File: config.mk
export PLATFORM = sky130hd
export DESIGN_NAME = memory_arbiter_flat
export DESIGN_NICKNAME = d
export VERILOG_FILES = /design/src/rtl/memory_arbiter_if.sv /design/src/rtl/memory_arbiter.sv /design/src/flat_wrapper.sv
export SDC_FILE = /design/constraint.sdc
export NUM_CORES = 1
export LEC_CHECK = 0
export BUFFER_PORTS_ARGS = -buffer_cell sky130_fd_sc_hd__buf_2
export CAP_MARGIN = 0
export CORE_MARGIN = 10
export CORE_UTILIZATION = 44
export CTS_CLUSTER_SIZE = 12
export DETAILED_ROUTE_END_ITERATION = 7
export GPL_ROUTABILITY_DRIVEN = 0
export MAX_ROUTING_LAYER = met4
export PLACE_DENSITY = 0.95
export SLEW_MARGIN = 20
export SYNTH_ARGS = -nofsm -noshare
export SYNTH_HDL_FRONTEND = slang
export SYNTH_SLANG_ARGS = --single-unit
export TNS_END_PERCENT = 100
File: constraint.sdc
create_clock -name clk -period 4.31 [get_ports clk]
set_clock_uncertainty 0.1 [all_clocks]
set_input_delay 0.2155 -clock clk [delete_from_list [all_inputs] [get_ports clk]]
set_output_delay 0.2155 -clock clk [all_outputs]
set_load 0.02 [all_outputs]
File: src/rtl/memory_arbiter_if.sv
// Bundle of the two core-side requester ports and the backing-memory port
// of the memory arbiter.
interface memory_arbiter_if #(
    parameter int unsigned AW = 32,
    parameter int unsigned DW = 32
);
    logic          ins_req;
    logic [AW-1:0] ins_addr;
    logic [DW-1:0] ins_dout;
    logic          ins_busy;

    logic          data_req;
    logic          data_write;
    logic [AW-1:0] data_addr;
    logic [DW-1:0] data_din;
    logic [DW-1:0] data_dout;
    logic          data_busy;

    logic          mem_en;
    logic          mem_we;
    logic [AW-1:0] mem_addr;
    logic [DW-1:0] mem_din;
    logic [DW-1:0] mem_dout;

    // Arbiter side
    modport slave (
        input  ins_req, ins_addr, data_req, data_write, data_addr, data_din, mem_dout,
        output ins_dout, ins_busy, data_dout, data_busy, mem_en, mem_we, mem_addr, mem_din
    );

    // Requester / memory-model side
    modport master (
        output ins_req, ins_addr, data_req, data_write, data_addr, data_din, mem_dout,
        input  ins_dout, ins_busy, data_dout, data_busy, mem_en, mem_we, mem_addr, mem_din
    );
endinterface

File: src/rtl/memory_arbiter.sv
// Round-robin arbiter sharing one fixed-latency single-ported memory between the
// instruction-fetch and data load/store requesters, with per-requester stall.
module memory_arbiter #(
    parameter int unsigned LATENCY = 2,
    parameter int unsigned AW      = 32,
    parameter int unsigned DW      = 32
) (
    input logic             clk,
    input logic             reset,
    memory_arbiter_if.slave bus
);
    localparam int unsigned CntW = $clog2(LATENCY + 1);

    typedef enum logic {StIdle, StAccess} state_e;
    typedef enum logic {GrantIns, GrantData} grant_e;

    state_e          state_q, state_d;
    grant_e          grant_q, grant_d;
    grant_e          last_grant_q, last_grant_d;
    logic [CntW-1:0] cnt_q, cnt_d;
    logic [AW-1:0]   addr_q, addr_d;
    logic [DW-1:0]   din_q, din_d;
    logic            write_q, write_d;

    logic complete;
    logic ins_done;
    logic data_done;

    always_ff @(posedge clk or posedge reset) begin
        if (reset) begin
            state_q      <= StIdle;
            grant_q      <= GrantIns;
            last_grant_q <= GrantData;
            cnt_q        <= '0;
            addr_q       <= '0;
            din_q        <= '0;
            write_q      <= 1'b0;
        end else begin
            state_q      <= state_d;
            grant_q      <= grant_d;
            last_grant_q <= last_grant_d;
            cnt_q        <= cnt_d;
            addr_q       <= addr_d;
            din_q        <= din_d;
            write_q      <= write_d;
        end
    end

    always_comb begin
        state_d      = state_q;
        grant_d      = grant_q;
        last_grant_d = last_grant_q;
        cnt_d        = cnt_q;
        addr_d       = addr_q;
        din_d        = din_q;
        write_d      = write_q;
        unique case (state_q)
            StIdle: begin
                if (bus.ins_req || bus.data_req) begin
                    // A tie goes to whoever was not served last
                    if (bus.ins_req && bus.data_req) begin
                        grant_d = (last_grant_q == GrantIns) ? GrantData : GrantIns;
                    end else if (bus.ins_req) begin
                        grant_d = GrantIns;
                    end else begin
                        grant_d = GrantData;
                    end
                    addr_d  = (grant_d == GrantIns) ? bus.ins_addr : bus.data_addr;
                    din_d   = bus.data_din;
                    write_d = (grant_d == GrantData) && bus.data_write;
                    cnt_d   = CntW'(LATENCY - 1);
                    state_d = StAccess;
                end
            end
            StAccess: begin
                if (complete) begin
                    last_grant_d = grant_q;
                    state_d      = StIdle;
                end else begin
                    cnt_d = cnt_q - 1'b1;
                end
            end
        endcase
    end

    assign complete  = (state_q == StAccess) && (cnt_q == '0);
    assign ins_done  = complete && (grant_q == GrantIns);
    assign data_done = complete && (grant_q == GrantData);

    // Write strobe only in the last access cycle: exactly one per store
    assign bus.mem_en   = (state_q == StAccess);
    assign bus.mem_we   = complete && write_q;
    assign bus.mem_addr = addr_q;
    assign bus.mem_din  = din_q;

    assign bus.ins_busy  = bus.ins_req && !ins_done;
    assign bus.ins_dout  = ins_done ? bus.mem_dout : '0;
    assign bus.data_busy = bus.data_req && !data_done;
    assign bus.data_dout = data_done ? bus.mem_dout : '0;
endmodule

File: src/flat_wrapper.sv
// flat-port wrapper written by rule: the top's interface ports become plain ports
module memory_arbiter_flat 
#(
    parameter int unsigned LATENCY = 2,
    parameter int unsigned AW      = 32,
    parameter int unsigned DW      = 32
)
  (clk, reset, bus_ins_req, bus_ins_addr, bus_data_req, bus_data_write, bus_data_addr, bus_data_din, bus_mem_dout, bus_ins_dout, bus_ins_busy, bus_data_dout, bus_data_busy, bus_mem_en, bus_mem_we, bus_mem_addr, bus_mem_din);
  memory_arbiter_if #(.AW(AW), .DW(DW)) bus_i ();
  input logic clk;
  input logic reset;
  input wire logic [$bits(bus_i.ins_req)-1:0] bus_ins_req;
  input wire logic [$bits(bus_i.ins_addr)-1:0] bus_ins_addr;
  input wire logic [$bits(bus_i.data_req)-1:0] bus_data_req;
  input wire logic [$bits(bus_i.data_write)-1:0] bus_data_write;
  input wire logic [$bits(bus_i.data_addr)-1:0] bus_data_addr;
  input wire logic [$bits(bus_i.data_din)-1:0] bus_data_din;
  input wire logic [$bits(bus_i.mem_dout)-1:0] bus_mem_dout;
  output wire logic [$bits(bus_i.ins_dout)-1:0] bus_ins_dout;
  output wire logic [$bits(bus_i.ins_busy)-1:0] bus_ins_busy;
  output wire logic [$bits(bus_i.data_dout)-1:0] bus_data_dout;
  output wire logic [$bits(bus_i.data_busy)-1:0] bus_data_busy;
  output wire logic [$bits(bus_i.mem_en)-1:0] bus_mem_en;
  output wire logic [$bits(bus_i.mem_we)-1:0] bus_mem_we;
  output wire logic [$bits(bus_i.mem_addr)-1:0] bus_mem_addr;
  output wire logic [$bits(bus_i.mem_din)-1:0] bus_mem_din;
  assign bus_i.ins_req = bus_ins_req;
  assign bus_i.ins_addr = bus_ins_addr;
  assign bus_i.data_req = bus_data_req;
  assign bus_i.data_write = bus_data_write;
  assign bus_i.data_addr = bus_data_addr;
  assign bus_i.data_din = bus_data_din;
  assign bus_i.mem_dout = bus_mem_dout;
  assign bus_ins_dout = bus_i.ins_dout;
  assign bus_ins_busy = bus_i.ins_busy;
  assign bus_data_dout = bus_i.data_dout;
  assign bus_data_busy = bus_i.data_busy;
  assign bus_mem_en = bus_i.mem_en;
  assign bus_mem_we = bus_i.mem_we;
  assign bus_mem_addr = bus_i.mem_addr;
  assign bus_mem_din = bus_i.mem_din;
  memory_arbiter #(.LATENCY(LATENCY), .AW(AW), .DW(DW)) u_core (.clk(clk), .reset(reset), .bus(bus_i));
endmodule
Yosys cells after proc, flatten, opt, wreduce, memory -nomap -nowiden
Cells that the tools add are included.
Operators by class
  eq/ne operators: 2
  bitwise operators: 2
  add/sub/neg operators: 1
  multiplexer cells: 14
  reduce and logical (&&, ||, !) cells: 15
Operators with widths (count)
  $mux W32: 3
  $logic_and A1 B1 Y1: 8
  $mux W1: 7
  $reduce_and A2 Y1: 3
  $mux W2: 2
  $pmux W2 S2: 1
  $logic_not A1 Y1: 2
  $logic_not A2 Y1: 1
  $ne A2 B1 Y1 const B: 1
  $ne A2 B2 Y1 const B: 1
  $not A1 Y1: 2
  $pmux W1 S2: 1
  $sub A2 B1 Y2 const B: 1
  $logic_or A1 B1 Y1: 1
Word-level totals
  word-level logic and storage cells: 41
  input bits: 133
  output and inout bits: 132
  register bits: 70

Longest topological paths before layout
Gate-level depths: netlist of run 1.
  depth in word-level cells: 5
  gate-level depth with buffers: 6
  gate-level depth less buffers: 5

Worst setup path before layout of run 1
No wires, ideal clock.
  kind: register -> output
  from: reg u_core.cnt_q[0]
  to: out bus_data_dout[22]
  path buffers: 1
  arrival time: 1.300 ns
  path slack: 2.694 ns
  required time: 3.994 ns
  stages on the path, launching flop included: 6
  cell sequence: dfrtp_1 -> inv_1 -> ha_1 -> and3_1 -> clkbuf_1 -> and2_1
Between the ends
  cells in the longest elaborated chain, start to end: 4
RTL lines
  start: declaration: RTL line memory_arbiter.sv:20  | logic [CntW-1:0] cnt_q, cnt_d;
  start signal: assignment: RTL line memory_arbiter.sv:42  | cnt_q <= cnt_d;
  $logic_not A2 Y1: RTL line memory_arbiter.sv:86  | assign complete = (state_q == StAccess) && (cnt_q == '0);
  $logic_and A1 B1 Y1: RTL line memory_arbiter.sv:86
  $logic_and A1 B1 Y1: RTL line memory_arbiter.sv:88  | assign data_done = complete && (grant_q == GrantData);
  $mux W32: RTL line memory_arbiter.sv:99  | assign bus.data_dout = data_done ? bus.mem_dout : '0;
  end: declaration: RTL line flat_wrapper.sv:21  | output wire logic [$bits(bus_i.data_dout)-1:0] bus_data_dout;
Every way passes these cells.

Final worst setup path of run 1
  from: reg u_core.cnt_q[0]
  to: out bus_data_dout[20]
The elaborated chain is that of the path after synthesis.

==> qor.yml, run 1 <==
sta:
  rsz0062_at_grt: "false"
  period_minus_slack_ns: 2.45
  hold_viol_final: 0
  maxSlewViolCount: 0
  setup-tns-final_ns: 0
  setup-violations-final: 0
  worst_pin_slew_ns: 0.929
  post-route-period-util_pct: 56.8
  slew_headroom_pct: 38.0
  fmax_ghz: 0.409
cells_and_area:
  areaGrowthSynthToFinish_pct: 51.7
  drive_gt1_share_pct: 41.1
  fillCellCount: 626
  nNetsFinal: 829
  final_area_mm2: 0.00536
routing:
  dr.pass1.iters: 7
  ant_nets: 0
  drt_iter0_drc: 299
  wirelength_mm: 14.7
  drc: 0
  routed-via-count: 4090
  wl_per_cell_um: 18.2
  avgViaCountPerCell: 5.06
floorplan:
  initial_core_util_pct: 45.5
  die-width_um: 110
  rows: 32
  dieArea_mm2: 0.0120
  coreArea_mm2: 0.00777
  io_pins: 265
  die_y_um: 110
clock_tree:
  ctsLongestPathBuffers: 2
  cts_sinks: 70
  cts_made_buffers: 9
  post_cts_buffers: 0
  clk_latency_ns: 0.32
  htree_levels: 3
  clk_pin_slew_worst_paths_ns: 0.08
  root_buffer: "clkbuf_8"
  cts_tree: "done"
setup_path:
  crit_chain: "inv_1, ha_1, and3_1, and2_1, buf_2"
  critPathCaptureType: "primary output"
  max_stage_delay_ns: 0.72
  cp.required_ns: 3.99
  critPathLaunchType: "flip-flop"
  path_max_fanout: 34
  crit_arrival_ns: 2.13
  crit_type: "reg2out"
  slowest_stage: "and3_1"
  ff2ff_path_depth: 4
yosys:
  synth_top_area_share_pct: 48.9
  synth_area_mm2: 0.00353
  yosysSeqAreaShare_pct: 49.6
  synth_mux_area_share_pct: 0
  synth_xor_area_share_pct: 0.248
  synth_adder_area_share_pct: 0.354
  synth_largest_area_cell: "dfrtp_1"
  yosysWarnings: 0
  syn_area_per_cell_um2: 8.47
  ys_types: 26
  synth_area_leaders: "dfrtp_1 (49%), and2_1 (11%), nand2_1 (11%)"
  syn-num-nets: 551
  yosys.area_share.simple_pct: 26.7
  syn_inst: 417
  synth_top_family_by_area: "simple AND/OR/NAND/NOR gates"
  synth_seq_cells: 70
  synth-compound-area-share_pct: 16.5
place:
  io_buffers: 264
  place_hpwl_mm: 11.0
  place_area_mm2: 0.00479
min_path:
  whs_path_depth: 3
  hold_path.class: "in2reg"
grt:
  grt_max_degree: 71
  grt_pass1_wl_mm: 21.5
  track_usage_pct: 23.5
  grt-ovfl-total: 0
  grt_pass1_vias: 4148
  antenna_found_initial: 5
power_and_ir_drop:
  power.leakage_nw: 2.98
  power_mw: 3.65
  p_per_area_mw_per_mm2: 681
  clkPwrFrac_pct: 15.8
  internal-power_mw: 1.96
  swShare_pct: 46.4
  power.share.combinational_pct: 52.0
  switchingPower_mw: 1.69
  pwr-share-seq_pct: 32.2
  irDropWorstVdd_mv: 0.388
flow_run:
  maxCapViolCount: 0
run_status:
  status: "finished, final reports clean"
==> critical path: cells and delay by family, from the launching register on <==
kind          cells  cell delay, ns
simple gates      2            0.96
fa+ha+maj         1            0.21
buf+inv           2            0.27
flops             1            0.36
==> per-stage QoR <==
step	setup WS, ns	instances	hold slack (ns)	util (%)
after floorplan	2.23	417	0.221	-
after global placement	2.16	753	0.264	61.7
after detailed placement	2.04	753	0.302	61.7
after CTS	1.85	802	0.00695	68.8
after global routing	1.67	807	0.00512	68.9
final	1.86	808	0.0260	69.0
==> logic make-up after synthesis <==
family,after synthesis
buffers and inverters,38
xor gates and xnor gates,1
adders and majority gates,1
AOI/OAI and AO/OA,103
and+or+nand+nor,204
DFF,70
==> cell usage in the layout (no fill, tap or decap), drive strengths merged, types with 2 or more instances in the layout <==
cell / count
and3: 2
clkinv: 2
and2: 64
o21ai: 33
nor2: 34
clkbuf: 12
nand2b: 2
nand2: 99
a31oi: 32
a21oi: 33
inv: 4
dfrtp: 69
dlygate4sd3: 33
buf: 268
bufinv: 2
diode: 6
a21o: 2
==> layer usage <==
metal / part of all wire (%) / GRT usage, %
met1: 34 / 23.8
met2: 54 / 41.8
met3: 9.4 / 6.14
met4: 2.9 / 10.3
met5: 0 / -
==> sequential cells by signal (all words and copies together), names as in the netlist <==
name	cells
u_core.write_q	1
u_core.last_grant_q	1
u_core.grant_q	1
u_core.bus.mem_en	1
u_core.cnt_q	2
u_core.bus.mem_addr	32
u_core.bus.mem_din	32
==> Yosys cell counts (all sizes together) <==
cell type,count
xnor2,1
a21o,2
and2b,1
nand2,99
nor2b,1
and3,2
and2,64
buf,22
a31oi,32
o21bai,1
nand2b,2
o21ba,1
a22o,1
a21oi,33
dfstp,1
ha,1
dfrtp,69
nand3,1
o21ai,33
inv,4
nor2,34
clkbuf,12
==> power by group through the flow <==
stage	Sequential (mW)	Clock [mW]	Combinational, mW
2_1_floorplan	1.53	0	0.881
4_1_cts	1.17	0.589	1.91
3_3_place_gp	1.15	0	1.81
3_5_place_dp	1.17	0	1.88
5_1_grt	1.21	0.626	2.06
6_report	1.17	0.576	1.90
==> worst paths after layout <==
path / startpoint / endpoint / slack, ns
hold / removal: bus_data_addr[4] / u_core.bus.mem_addr[4] / 0.03
max in group asynchronous: reset / u_core.last_grant_q / 2.68
min in group asynchronous: reset / u_core.bus.mem_din[3] / 0.47
setup / recovery: u_core.cnt_q[0] / bus_data_dout[20] / 1.86
hold reg to reg: u_core.bus.mem_din[22] / u_core.bus.mem_din[22] / 0.37
setup reg to reg: u_core.bus.mem_en / u_core.bus.mem_addr[22] / 2.30
==> cell type report <==
cell class	instances	area [µm²]	share of cell area, %
tap	102	128	2.38
antenna	6	15.0	0.280
timing repair buffer	301	1680	31.4
inverter	4	15.0	0.280
multi-input combinational	309	1550	28.9
sequential	70	1750	32.7
clock buffer	12	145	2.71
clock inverter	4	70.1	1.31
==> timing repair <==
item / in CTS / in global routing
endpoints found under the hold margin: 67 / 0
endpoints found under the setup margin: 0 / 0
hold buffers: 33 / 0
resized for setup: 0 / 0
(Power assumes the default switching activity.)
==> run 2: changes to the inputs <==
--- a/config.mk
+++ b/config.mk
@@ -8,12 +8,12 @@
 export BUFFER_PORTS_ARGS = -buffer_cell sky130_fd_sc_hd__buf_2
 export CAP_MARGIN = 0
 export CORE_MARGIN = 10
-export CORE_UTILIZATION = 44
+export CORE_UTILIZATION = 41
 export CTS_CLUSTER_SIZE = 12
 export DETAILED_ROUTE_END_ITERATION = 7
 export GPL_ROUTABILITY_DRIVEN = 0
 export MAX_ROUTING_LAYER = met4
-export PLACE_DENSITY = 0.95
+export PLACE_DENSITY = 0.92
 export SLEW_MARGIN = 20
 export SYNTH_ARGS = -nofsm -noshare
 export SYNTH_HDL_FRONTEND = slang
==> constraint.sdc (replaced) <==
create_clock -name clk -period 2.6 [get_ports clk]
set_clock_uncertainty 0.1 [all_clocks]
set_input_delay 0.13 -clock clk [delete_from_list [all_inputs] [get_ports clk]]
set_output_delay 0.13 -clock clk [all_outputs]
set_load 0.02 [all_outputs]
==> qor.yml, run 2 (synthesized netlist as in run 1, its figures left out) <==
run_status:
  status: "finished, final reports clean"
power_and_ir_drop:
  pwr-share-seq_pct: 30.5
  power_mw: 6.40
  irDropWorstVdd_mv: 0.629
  switchingPower_mw: 2.94
  power.leakage_nw: 3.17
  internal-power_mw: 3.46
  swShare_pct: 46.0
  p_per_area_mw_per_mm2: 1100
  power.share.combinational_pct: 53.1
  clkPwrFrac_pct: 16.4
clock_tree:
  root_buffer: "clkbuf_8"
  htree_levels: 3
  ctsLongestPathBuffers: 2
  cts_made_buffers: 9
  cts_tree: "done"
  clk_latency_ns: 0.33
  clk_pin_slew_worst_paths_ns: 0.07
  post_cts_buffers: 0
  cts-resized-gates: 0
  cts_sinks: 70
floorplan:
  dieArea_mm2: 0.0127
  initial_core_util_pct: 42.5
  io_pins: 265
  coreArea_mm2: 0.00830
  die-width_um: 113
  die_y_um: 113
  rows: 33
sta:
  post-route-period-util_pct: 93.8
  rsz0062_at_grt: "false"
  maxSlewViolCount: 0
  fmax_ghz: 0.410
  period_minus_slack_ns: 2.44
  setup-violations-final: 0
  setup-tns-final_ns: 0
  hold_viol_final: 0
  worst_pin_slew_ns: 1.00
  slew_headroom_pct: 33.1
grt:
  antenna_found_initial: 3
  grt-ovfl-total: 0
  grt_pass1_wl_mm: 25.0
  grt_pass1_vias: 4792
  grt_max_degree: 52
  track_usage_pct: 24.8
routing:
  wirelength_mm: 16.4
  ant_nets: 0
  drc: 0
  avgViaCountPerCell: 5.24
  routed-via-count: 4445
  drt_iter0_drc: 391
  dr.pass1.iters: 7
  wl_per_cell_um: 19.3
flow_run:
  maxCapViolCount: 0
min_path:
  hold_path.class: "in2reg"
  whs_path_depth: 3
  min_from: "bus_ins_addr[12]"
setup_path:
  ff2ff_path_depth: 4
  crit_start: "u_core.last_grant_q"
  critPathLaunchType: "flip-flop"
  crit_type: "reg2reg"
  path_max_fanout: 32
  r2r-start: "u_core.last_grant_q"
  crit_arrival_ns: 2.60
  cp.required_ns: 2.76
  critPathCaptureType: "flip-flop"
place:
  place_hpwl_mm: 11.2
  io_buffers: 264
cells_and_area:
  drive_gt1_share_pct: 39.3
  nNetsFinal: 871
  layout_common_cells: "buf_2 (264), nand2_1 (99), dlygate4sd3_1 (72), dfrtp_1 (69), and2_1 (64)"
  layout_commonest_cell: "buf_2"
  areaGrowthSynthToFinish_pct: 64.9
## run 2: cell types whose count changed in the layout (fill, tap and decap cells not counted), moves of 2 or more
cell and change:
dlygate4sd3_1 +39, buf_12 +3, diode_2 -3, clkbuf_1 -2
## run 2: worst max-delay path: stages (launching register included)
cell and delay, ns:
dfstp_2 0.37, and2b_1 0.84, o21ai_0 0.23, a21oi_1 0.21, dlygate4sd3_1 0.60
## run 2: cell type report
class | instances | area (µm²)
tap | 105 | 131
sequential | 70 | 1750
inverter | 4 | 15.0
clock buffer | 9 | 124
timing repair buffer | 343 | 2130
antenna | 3 | 7.51
fill | 641 | 2480
multi-input combinational | 309 | 1550
clock inverter | 6 | 111
## run 2: layer usage
metal	vias to the layer above	routed length (µm)	part of all wire, %	GRT usage, %
met5	-	0	0	-
met4	0	644	3.9	10.2
met3	68	1620	9.9	8.14
met2	316	8700	53	44.5
met1	2057	5430	33	24.1
li1	2004	-	-	-
## run 2: metrics by stage
step / cell area (µm²) / worst slack [ns] / utilization [%] / hold slack, ns / cells
final: 5820 / 0.162 / 70.1 / 0.0160 / 849
after floorplan: 3530 / 0.603 / - / 0.135 / 417
after global routing: 5820 / 0.0162 / 70.1 / 0.0113 / 849
after global placement: 4840 / 0.624 / 58.3 / 0.148 / 758
after CTS: 5790 / 0.235 / 69.8 / 0.000184 / 845
after detailed placement: 4840 / 0.507 / 58.3 / 0.175 / 758
## run 2: repair_timing
action                     CTS  global route
hold buffers                72             0
setup endpoints to repair    0             0
hold endpoints to repair    93             0
## run 2: power groups by stage
stage,registers [mW],logic [mW],clock network (mW)
final,1.95,3.40,1.05
after global routing,2.00,3.67,1.12
after CTS,1.92,3.32,1.07
after detailed placement,1.93,3.16,0
after global placement,1.90,3.05,0
after floorplan,2.53,1.46,0
## run 2: worst paths after layout
check                                                to  slack, ns
worst max-delay path            u_core.bus.mem_addr[30]       0.16
worst min-delay path            u_core.bus.mem_addr[12]       0.02
worst max register to register  u_core.bus.mem_addr[30]       0.16
worst min register to register    u_core.bus.mem_din[3]       0.37
max in group asynchronous         u_core.bus.mem_din[0]       1.40
min in group asynchronous        u_core.bus.mem_din[11]       0.33
==> run 3: changes to the inputs <==
--- a/config.mk
+++ b/config.mk
@@ -5,6 +5,7 @@
 export SDC_FILE = /design/constraint.sdc
 export NUM_CORES = 1
 export LEC_CHECK = 0
+export ABC_AREA = 1
 export BUFFER_PORTS_ARGS = -buffer_cell sky130_fd_sc_hd__buf_2
 export CAP_MARGIN = 0
 export CORE_MARGIN = 10
@@ -13,7 +14,7 @@
 export DETAILED_ROUTE_END_ITERATION = 7
 export GPL_ROUTABILITY_DRIVEN = 0
 export MAX_ROUTING_LAYER = met4
-export PLACE_DENSITY = 0.92
+export PLACE_DENSITY = 0.9
 export SLEW_MARGIN = 20
 export SYNTH_ARGS = -nofsm -noshare
 export SYNTH_HDL_FRONTEND = slang
==> qor.yml, run 3 <==
grt:
  grt_pass1_wl_mm: 23.4
  track_usage_pct: 22.9
  antenna_found_initial: 6
  grt_max_degree: 71
  grt-ovfl-total: 0
  grt_pass1_vias: 4610
floorplan:
  coreArea_mm2: 0.00876
  die-width_um: 115
  dieArea_mm2: 0.0133
  rows: 34
  io_pins: 265
  die_y_um: 115
  initial_core_util_pct: 42.4
setup_path:
  critPathCaptureType: "primary output"
  path_max_fanout: 32
  crit_chain: "inv_1, ha_1, nand2_1, nor2_1, inv_1, nor2_1, buf_2"
  reg2reg_to: "u_core.bus.mem_addr[3]"
  critPathLaunchType: "flip-flop"
  cp.buffers_inverters: 3
  crit_type: "reg2out"
  slowest_stage: "inv_1"
  ff2ff_path_depth: 7
  r2r_slack_ns: 0.46
  path_delay_family: "buffers and inverters"
  r2r-start: "u_core.last_grant_q"
  max_stage_delay_ns: 0.41
  cp.required_ns: 2.37
  crit_arrival_ns: 2.13
yosys:
  synth_largest_area_cell: "dfrtp_1"
  synth_area_mm2: 0.00372
  ys_types: 15
  synth_edf_count: 0
  async_reset_ff_share_pct: 100
  synth_most_common_cell: "nand2_1"
  synth_area_leaders: "dfrtp_1 (46%), nand2_1 (20%), inv_1 (11%)"
  synth_top_area_share_pct: 46.5
  syn_area_per_cell_um2: 6.74
  synthTopCellsByCount: "nand2_1 (202), inv_1 (106), dfrtp_1 (69), nand3_1 (68), nor2_1 (68)"
  synth_seq_cells: 70
  syn-num-nets: 685
  yosysSeqAreaShare_pct: 47.2
  synth_flop_cell: "dfrtp_1"
  syn_inst: 551
  yosysWarnings: 0
sta:
  setup-tns-final_ns: 0
  maxSlewViolCount: 0
  fin_ws_ns: 0.237
  worst_pin_slew_ns: 0.886
  period_minus_slack_ns: 2.36
  hold_viol_final: 0
  post-route-period-util_pct: 90.9
  rsz0062_at_grt: "false"
  slew_headroom_pct: 40.9
  setup-violations-final: 0
  fmax_ghz: 0.423
clock_tree:
  cts-resized-gates: 0
  clk_latency_ns: 0.34
  ctsLongestPathBuffers: 2
  cts_made_buffers: 9
  htree_levels: 3
  cts_sinks: 70
  cts_tree: "done"
  root_buffer: "clkbuf_8"
  clk_pin_slew_worst_paths_ns: 0.08
cells_and_area:
  layout_common_cells: "buf_2 (264), nand2_1 (202), inv_1 (105), dfrtp_1 (69)"
  drive_gt1_share_pct: 33.3
  areaGrowthSynthToFinish_pct: 62.4
  layout_commonest_cell: "buf_2"
  nNetsFinal: 1002
routing:
  wl_per_cell_um: 15.9
  wirelength_mm: 15.8
  dr.pass1.iters: 6
  ant_nets: 0
  routed-via-count: 4609
  avgViaCountPerCell: 4.66
  drt_iter0_drc: 344
  drc: 0
min_path:
  min_from: "bus_data_addr[24]"
  whs_path_depth: 5
  hold_path.class: "in2reg"
  holdPathEnd: "u_core.bus.mem_addr[24]"
place:
  io_buffers: 264
  dp_slack_ns: 0.633
  place_hpwl_mm: 11.2
flow_run:
  maxCapViolCount: 0
power_and_ir_drop:
  power.leakage_nw: 3.89
  p_per_area_mw_per_mm2: 1030
  irDropWorstVdd_mv: 0.556
run_status:
  status: "finished, final reports clean"
[run 3: cells by family after synthesis]
family	share of synthesized area (%)
DFF	47.2
and+or+nand+nor	36.8
buffers and inverters	15.0
adders and majority gates	0.337
AOI/OAI and AO/OA	0.707
[run 3: layer usage]
metal	share of wire [%]	up-vias	track usage [%]
met1	35	2047	23.3
met3	10	43	7.24
met4	3.5	0	12.3
met2	51	274	38.6
li1	-	2245	-
met5	0	-	-
[run 3: how the worst max path moves through the flow]
stage	cells after the start	start	end
after floorplan	1	reset	u_core.bus.mem_addr[0]
after global placement	7	u_core.cnt_q[0]	bus_ins_dout[25]
after detailed placement	7	u_core.cnt_q[0]	bus_ins_dout[2]
after CTS	7	u_core.cnt_q[0]	bus_ins_dout[2]
after global routing	7	u_core.cnt_q[0]	bus_ins_dout[20]
final	7	u_core.cnt_q[0]	bus_ins_dout[20]
[run 3: repair_timing]
item,4_1_cts,5_1_grt
endpoints found under the setup margin,0,0
buffers inserted,0,0
hold buffers,66,0
hold endpoints to repair,129,0
[run 3: area by class of cell]
| type | count | area, µm² |
|---|---|---|
| Timing Repair Buffer | 336 | 2060 |
| Fill cell | 681 | 2730 |
| Clock inverter | 7 | 121 |
| Clock buffer | 9 | 124 |
| Tap cell | 108 | 135 |
| Antenna cell | 8 | 20.0 |
| Sequential cell | 70 | 1750 |
| Inverter | 106 | 398 |
| Multi-Input combinational cell | 345 | 1420 |
[run 3: through the flow]
step           cell area, µm²  utilization [%]  hold WS, ns  power, mW  instances
2_1_floorplan            3720                -        0.140       3.92        551
3_3_place_gp             5110             58.3        0.135       4.99        899
3_5_place_dp             5110             58.3        0.140       5.09        899
4_1_cts                  6010             68.6    0.0000482       6.28        981
5_1_grt                  6030             68.8       0.0279       6.67        987
6_report                 6030             68.8       0.0159       6.24        989
[run 3: where the power goes]
part | switching [mW] | internal (mW) | total [mW] | leakage [nW]
clock | 0.428 | 0.642 | 1.07 | 0.124
combinational | 2.19 | 1.07 | 3.25 | 2.91
sequential | 0.289 | 1.63 | 1.92 | 0.853
[run 3: worst reg2reg max path, cell delays in order (launching register included)]
cell	delay [ns]
dfstp_2	0.53
inv_1	0.04
nand2_1	0.08
nand2_2	0.38
nand2_1	0.23
nand3_1	0.10
dlygate4sd3_1	0.57
nand2_1	0.06
